### config.mk
export PLATFORM = sky130hd
export DESIGN_NAME = fetch_queue
export DESIGN_NICKNAME = d
export VERILOG_FILES = /design/src/rtl/fetch_queue.sv
export SDC_FILE = /design/constraint.sdc
export NUM_CORES = 1
export LEC_CHECK = 0
export CAP_MARGIN = 0
export CORE_MARGIN = 4
export CORE_UTILIZATION = 60
export DETAILED_ROUTE_END_ITERATION = 16
export PLACE_DENSITY = 0.87
export SYNTH_ARGS = -nofsm -noshare
export SYNTH_HDL_FRONTEND = slang
export SYNTH_SLANG_ARGS = --single-unit
### constraint.sdc
create_clock -name clk -period 11.3 [get_ports clk]
set_input_delay 1.695 -clock clk [delete_from_list [all_inputs] [get_ports clk]]
set_output_delay 1.695 -clock clk [all_outputs]
set_load 0.02 [all_outputs]
### src/rtl/fetch_queue.sv
// Instruction prefetch queue: issues in-order word fetches, buffers returned
// words with their PCs, and hands them to decode; redirects flush and drop in-flight words.
module fetch_queue #(
  parameter int          DEPTH    = 4,
  parameter logic [31:0] RESET_PC = 32'h0040_0000
) (
  input  logic        clk,
  input  logic        reset,
  input  logic        redirect,
  input  logic [31:0] redirect_pc,
  output logic        mem_req,
  output logic [31:0] mem_addr,
  input  logic        mem_gnt,
  input  logic        mem_rvalid,
  input  logic [31:0] mem_rdata,
  output logic        inst_valid,
  output logic [31:0] inst,
  output logic [31:0] inst_pc,
  input  logic        inst_ready,
  output logic        fetch_except
);

  localparam int PW = $clog2(DEPTH);
  localparam int CW = $clog2(DEPTH + 1);
  localparam int SW = CW + 2;
  localparam logic [SW-1:0] DEPTH_S = SW'(DEPTH);

  logic          run_r;
  logic [31:0]   fetch_pc_r;
  logic [31:0]   resp_pc_r;
  logic [CW-1:0] count_r;
  logic [CW-1:0] live_r;
  logic [CW-1:0] discard_r;
  logic [PW-1:0] rd_ptr_r;
  logic [PW-1:0] wr_ptr_r;
  logic          except_r;
  logic [31:0]   inst_buf_r [DEPTH];
  logic [31:0]   pc_buf_r   [DEPTH];

  logic [SW-1:0] credit_s;
  logic          req_s;
  logic          grant_s;
  logic          drop_s;
  logic          push_s;
  logic          pop_s;
  logic          consumed_s;
  logic          valid_s;

  logic [31:0]   fetch_pc_n_s;
  logic [31:0]   resp_pc_n_s;
  logic [CW-1:0] count_n_s;
  logic [CW-1:0] live_n_s;
  logic [CW-1:0] discard_n_s;
  logic [PW-1:0] rd_ptr_n_s;
  logic [PW-1:0] wr_ptr_n_s;
  logic          except_n_s;

  // Handshake decode: credit check, grant, response classification and pop.
  always_comb begin
    credit_s   = SW'(count_r) + SW'(live_r) + SW'(discard_r);
    valid_s    = (count_r != {CW{1'b0}});
    req_s      = run_r & ~redirect & ~except_r & (credit_s < DEPTH_S);
    grant_s    = req_s & mem_gnt;
    drop_s     = mem_rvalid & (discard_r != {CW{1'b0}});
    push_s     = mem_rvalid & (discard_r == {CW{1'b0}}) & (live_r != {CW{1'b0}});
    consumed_s = drop_s | push_s;
    pop_s      = valid_s & inst_ready;
  end

  // Next-state computation; a redirect overrides every normal update.
  always_comb begin
    fetch_pc_n_s = fetch_pc_r;
    resp_pc_n_s  = resp_pc_r;
    count_n_s    = count_r;
    live_n_s     = live_r;
    discard_n_s  = discard_r;
    rd_ptr_n_s   = rd_ptr_r;
    wr_ptr_n_s   = wr_ptr_r;
    except_n_s   = except_r;
    if (redirect) begin
      fetch_pc_n_s = redirect_pc;
      resp_pc_n_s  = redirect_pc;
      count_n_s    = {CW{1'b0}};
      rd_ptr_n_s   = {PW{1'b0}};
      wr_ptr_n_s   = {PW{1'b0}};
      live_n_s     = {CW{1'b0}};
      // Whatever is still outstanding after this cycle's response must be dropped.
      discard_n_s  = discard_r + live_r - CW'(consumed_s);
      except_n_s   = (redirect_pc[1:0] != 2'b00);
    end else begin
      if (grant_s) begin
        fetch_pc_n_s = fetch_pc_r + 32'd4;
      end else begin
        fetch_pc_n_s = fetch_pc_r;
      end
      if (push_s) begin
        resp_pc_n_s = resp_pc_r + 32'd4;
        wr_ptr_n_s  = wr_ptr_r + {{(PW-1){1'b0}}, 1'b1};
      end else begin
        resp_pc_n_s = resp_pc_r;
        wr_ptr_n_s  = wr_ptr_r;
      end
      if (pop_s) begin
        rd_ptr_n_s = rd_ptr_r + {{(PW-1){1'b0}}, 1'b1};
      end else begin
        rd_ptr_n_s = rd_ptr_r;
      end
      count_n_s   = count_r + CW'(push_s) - CW'(pop_s);
      live_n_s    = live_r + CW'(grant_s) - CW'(push_s);
      discard_n_s = discard_r - CW'(drop_s);
    end
  end

  // Control state registers with asynchronous clear.
  always_ff @(posedge clk or negedge reset) begin
    if (!reset) begin
      run_r      <= 1'b0;
      fetch_pc_r <= RESET_PC;
      resp_pc_r  <= RESET_PC;
      count_r    <= {CW{1'b0}};
      live_r     <= {CW{1'b0}};
      discard_r  <= {CW{1'b0}};
      rd_ptr_r   <= {PW{1'b0}};
      wr_ptr_r   <= {PW{1'b0}};
      except_r   <= 1'b0;
    end else begin
      run_r      <= 1'b1;
      fetch_pc_r <= fetch_pc_n_s;
      resp_pc_r  <= resp_pc_n_s;
      count_r    <= count_n_s;
      live_r     <= live_n_s;
      discard_r  <= discard_n_s;
      rd_ptr_r   <= rd_ptr_n_s;
      wr_ptr_r   <= wr_ptr_n_s;
      except_r   <= except_n_s;
    end
  end

  // Entry storage; contents are only meaningful below count, so no reset is needed.
  always_ff @(posedge clk) begin
    if (push_s && !redirect) begin
      inst_buf_r[wr_ptr_r] <= mem_rdata;
      pc_buf_r[wr_ptr_r]   <= resp_pc_r;
    end
  end

  assign mem_req      = req_s;
  assign mem_addr     = fetch_pc_r;
  assign inst_valid   = valid_s;
  assign inst         = inst_buf_r[rd_ptr_r];
  assign inst_pc      = pc_buf_r[rd_ptr_r];
  assign fetch_except = except_r;

endmodule

# Yosys cells after proc, flatten, opt, wreduce, memory -nomap -nowiden
# Memory sizes are Yosys's and may differ from the RTL's.
# Cells that the tools add are included.
# totals
input_bits	70
elab_cells	59
mem_bits_rw	256
n_memories	2
mem_bits_ro	0
output_inout_bits	99
latchBits	0
register_bits	79
# op_classes
shift	0
n_reduce_logical	10
order_cmp	1
div	0
eq_ne	0
multipliers	0
n_addsub	13
mux	13
bitwise_logic	11
# mem_list
memory	words	width	rd	rd_clocked_by_memory_dff	write_ports	line	source
inst_buf_r	4	32	1	0	1	37	logic [31:0] inst_buf_r [DEPTH];
pc_buf_r	4	32	1	0	1	38	logic [31:0] pc_buf_r [DEPTH];
# op_table
cell	count
$mux W32	4
$add A32 B3 Y32 const B	2
$sub A3 B1 Y3	4
$mux W3	3
$reduce_bool A3 Y1	3
$and A1 B1 Y1	8
$mux W2	4
$reduce_bool A2 Y1	4
$add A3 B1 Y3	2
$add A4 B3 Y5	1
$lt A5 B3 Y1 const B	1
$add A2 B1 Y2 const B	2
$add A3 B3 Y4	1
$add A3 B3 Y3	1
$logic_not A3 Y1	1
$mux W1	2
$not A1 Y1	2
$logic_and A1 B1 Y1	1
$logic_not A1 Y1	1
$or A1 B1 Y1	1

# Longest topological paths before layout
# logic_depth
word_depth	8
ltp_mapped	16
depth_no_buf	15

# Worst setup path after synthesis
# OpenSTA, ideal clock, no wires.
# synth_timing
path_kind	input to register
startpoint	input mem_rvalid
endpoint	memory inst_buf_r[0][0], enable pin
setup_ns	0.429
slack_ns	6.972
stages	5
n_path_buf	1
arrival_ns	3.899
required_time_ns	10.871
cell_sequence	o31ai_1 > or2_1 > buf_2 > inv_2 > and3_1
# synth_between
elab_chain_cells	5
# synth_lines
element	line	source
start: declaration	14	input logic mem_rvalid,
$and A1 B1 Y1 (2 in series)	65	push_s = mem_rvalid & (discard_r == {CW{1'b0}}) & (live_r != {CW{1'b0}});
$logic_and A1 B1 Y1	141	if (push_s && !redirect) begin
$mux W1	141	
$mux W1 (not written as such)	142	inst_buf_r[wr_ptr_r] <= mem_rdata;
end: declaration	37	
# Every way passes these cells.

# Final worst setup path
# layout_timing
startpoint	register live_r[0]
endpoint	output mem_req
# layout_between
elab_chain_cells	4
# layout_lines
element	line	source
start: declaration	32	logic [CW-1:0] live_r;
start signal: assignment	121	live_r <= {CW{1'b0}};
start signal: assignment	131	live_r <= live_n_s;
$add A3 B3 Y4	60	credit_s = SW'(count_r) + SW'(live_r) + SW'(discard_r);
$add A4 B3 Y5	60	
$lt A5 B3 Y1	62	req_s = run_r & ~redirect & ~except_r & (credit_s < DEPTH_S);
$and A1 B1 Y1	62	
end: declaration	11	output logic mem_req,
# Every way passes these cells.

==> impl_metrics.py <==
metrics = {
    "global_routing": {
        "grt_use_total": 0.236,
        "grt_pass1_vias": 8478,
        "antenna_found_initial": 0,
        "gr-total-overflow": 0,
        "grt_pass1_wl_um": 47700,
        "grt_max_degree": 78,
    },
    "pwr": {
        "peakVddDrop_mv": 0.159,
        "p_per_area_nw_per_um2": 193,
        "p_leak_nw": 5.83,
    },
    "placed_design": {
        "numPortBuffers": 168,
        "hpwl_um": 19000,
        "place_congestion": 0.891,
        "place_area_um2": 15900,
        "pre_cts_ws_ps": 6490,
    },
    "floorplanning": {
        "rows": 55,
        "dieArea_um2": 25700,
        "start_util": 0.612,
        "core_area_um2": 22700,
        "io_pins": 169,
        "die_w_um": 160,
        "fp.dieH_um": 160,
    },
    "layout": {
        "layout.nets": 1116,
        "post-route-util": 0.748,
        "n_antenna_cell": 0,
        "final_layout_size_suffix_gt1_frac": 0.153,
        "syn2layout_area_growth_pct": 22.1,
        "fin_area_um2": 17000,
    },
    "routing": {
        "drt-total-wl_um": 30000,
        "avgRoutedWirePerCell_um": 22.5,
        "drtAntennaViolNets": 0,
        "drc": 0,
        "vias": 8214,
        "drtPass1Iterations": 5,
        "vias_per_cell": 6.17,
        "drt_iter0_drc": 781,
    },
    "synthesis": {
        "synth_async_sr_flop_share": 0.236,
        "synth_commonest_cells": "256 x edfxtp_1, 77 x dfrtp_1, 64 x mux4_2",
        "synth_top_area_share": 0.553,
        "synth.distinct_cells": 59,
        "yosys_warnings": 0,
        "netlist_area_um2": 13900,
        "synthesis.nets": 933,
        "yosys_most_used_dff": "edfxtp_1",
        "yosysSeqAreaShare": 0.695,
        "synth_seq_cells": 335,
        "yosys-top-cells-area": "edfxtp_1 55%, dfrtp_1 14%, mux4_2 10%",
        "synth-edff-count": 256,
        "avgSynthCellArea_um2": 16.6,
        "syn_inst": 840,
        "synth_most_common_cell": "edfxtp_1",
        "synth_top_cell_by_area": "edfxtp_1",
    },
    "critical_path": {
        "reg2reg_from": "live_r[0]$_DFF_PN0_",
        "r2r_end": "live_r[2]$_DFF_PN0_",
        "start_kind": "register",
        "cp.depth": 8,
        "cp.required_ps": 9610,
        "crit_slowest_cell": "clkdlybuf4s50_1",
        "reg2regPathDepth": 15,
        "slowest_delay_ps": 610,
        "critPathCapture": "mem_req",
        "end_kind": "primary output",
        "crit_path_cell_trace": "ha_1 -> a21oi_1 -> nor2_1 -> fa_1 -> nor4b_4 -> o21ai_0 -> nor2_1 -> clkdlybuf4s50_1",
        "regToRegSetupSlack_ps": 6820,
        "crit_buf_inv": 1,
        "cpMostUsedCell": "nor2_1",
        "path_class": "register to primary output",
        "arrival_ps": 3530,
        "worst_path_dominant_cell_family": "adder cells",
        "startpoint": "live_r[0]$_DFF_PN0_",
        "cp_max_fo": 5,
    },
    "clocking": {
        "cts_made_buffers": 34,
        "htree_levels": 2,
        "clk_pin_slew_ps": 60,
        "ctsHoldBuffers": 0,
        "clock_latency_ps": 500,
        "max-clock-path-buffers": 3,
        "cts-resized-gates": 0,
        "cts_setup_buffers": 0,
        "cts_root_buf": "clkbuf_16",
        "cts_tree": "yes",
        "cts.sinks": 335,
    },
    "timing": {
        "period_share": 0.462,
        "maxSlewHeadroom": 0.399,
        "finalHoldViolCount": 0,
        "period_needed_ps": 5220,
        "worst_slew_pin_slew_ps": 902,
        "finalWorstSetupSlack_ps": 6080,
        "tns_ps": 0,
        "timing.fmax_mhz": 191,
        "clock_skew_ps": 12.9,
        "rsz0062_at_grt": "false",
        "finalSetupViolCount": 0,
        "drv_slew": 0,
    },
    "flow_run": {
        "drv_cap": 0,
    },
    "hold_path": {
        "hold_path.class": "register to register",
    },
    "outcome": {
        "outcome": "finished, final reports clean",
    },
}
-- stage by stage --
stage / hold slack (ps) / instances / power (mW)
final: 531 / 1332 / 3.28
after detailed placement: 516 / 1272 / 2.23
after global routing: 553 / 1332 / 3.42
after floorplan: 476 / 840 / 1.91
after CTS: 532 / 1332 / 3.31
after global placement: 493 / 1272 / 2.21
-- flip-flops by register name, summed over array words and instances (netlist names) --
name	count
mem_addr	32
inst_buf_r	128
rd_ptr_r	2
live_r	3
discard_r	3
pc_buf_r	128
run_r	1
count_r	3
resp_pc_r	32
fetch_except	1
wr_ptr_r	2
-- layout by cell type, fill, tap and decap left out, types with 5 or more instances in the layout --
cell type	instances
a21oi_1	11
and3_1	15
buf_4	13
clkbuf_1	6
clkbuf_16	35
clkdlybuf4s50_1	166
clkinv_1	5
clkinv_2	5
dfrtp_1	75
edfxtp_1	256
fa_1	6
ha_1	17
inv_1	33
mux2_2	10
mux4_2	64
nand2_1	59
nand3_1	31
nand4_1	20
nor2_1	21
nor3_1	15
nor4_1	7
o211ai_1	9
o21ai_0	40
or3_1	7
xnor2_1	19
xor2_1	24
-- per-layer routing --
metal  track usage  wire length, um  up-vias
met2         0.375            14400      410
met4        0.0704              743        0
li1              -                -     3634
met3        0.0495             2370       55
met5             0                0        -
met1         0.337            12400     4115
-- power by group --
group	switching, mW	internal, mW
registers	0.0823	1.37
clock network	0.443	0.635
logic	0.364	0.380
total	0.889	2.39
-- kinds of logic (layout without fill, tap and decap cells) --
logic type | Yosys count | count (layout) | share of synthesized area
flip-flops | 335 | 335 | 0.695
AND/OR/NAND/NOR | 206 | 206 | 0.0797
AO/OA/AOI/OAI | 86 | 86 | 0.0402
multiplexers | 78 | 78 | 0.115
buffers and inverters | 68 | 275 | 0.0192
XOR/XNOR | 43 | 43 | 0.0271
adder cells (fa/ha/maj) | 23 | 23 | 0.0239
other | 1 | 1 | 0.000270
-- cell type report --
class | count | area [um2]
flip-flops and latches | 335 | 9670
well taps | 285 | 357
clock buffers | 44 | 940
multi-input cells | 437 | 3980
inverters | 35 | 131
fillers | 1333 | 5730
repair buffers | 180 | 1760
clock inverters | 16 | 139
-- worst min-delay path by stage --
stage,from,to,slack [ps],cells after the start
2_1_floorplan,resp_pc_r[0]$_DFFE_PN0P_,pc_buf_r[0][0]$_DFFE_PP_,480,0
3_3_place_gp,resp_pc_r[1]$_DFFE_PN0P_,pc_buf_r[3][1]$_DFFE_PP_,490,0
3_5_place_dp,resp_pc_r[1]$_DFFE_PN0P_,pc_buf_r[0][1]$_DFFE_PP_,520,0
4_1_cts,resp_pc_r[1]$_DFFE_PN0P_,pc_buf_r[2][1]$_DFFE_PP_,530,0
5_1_grt,resp_pc_r[1]$_DFFE_PN0P_,pc_buf_r[0][1]$_DFFE_PP_,550,0
6_report,resp_pc_r[1]$_DFFE_PN0P_,pc_buf_r[0][1]$_DFFE_PP_,530,0
Power figures use the tool's default switching activity.
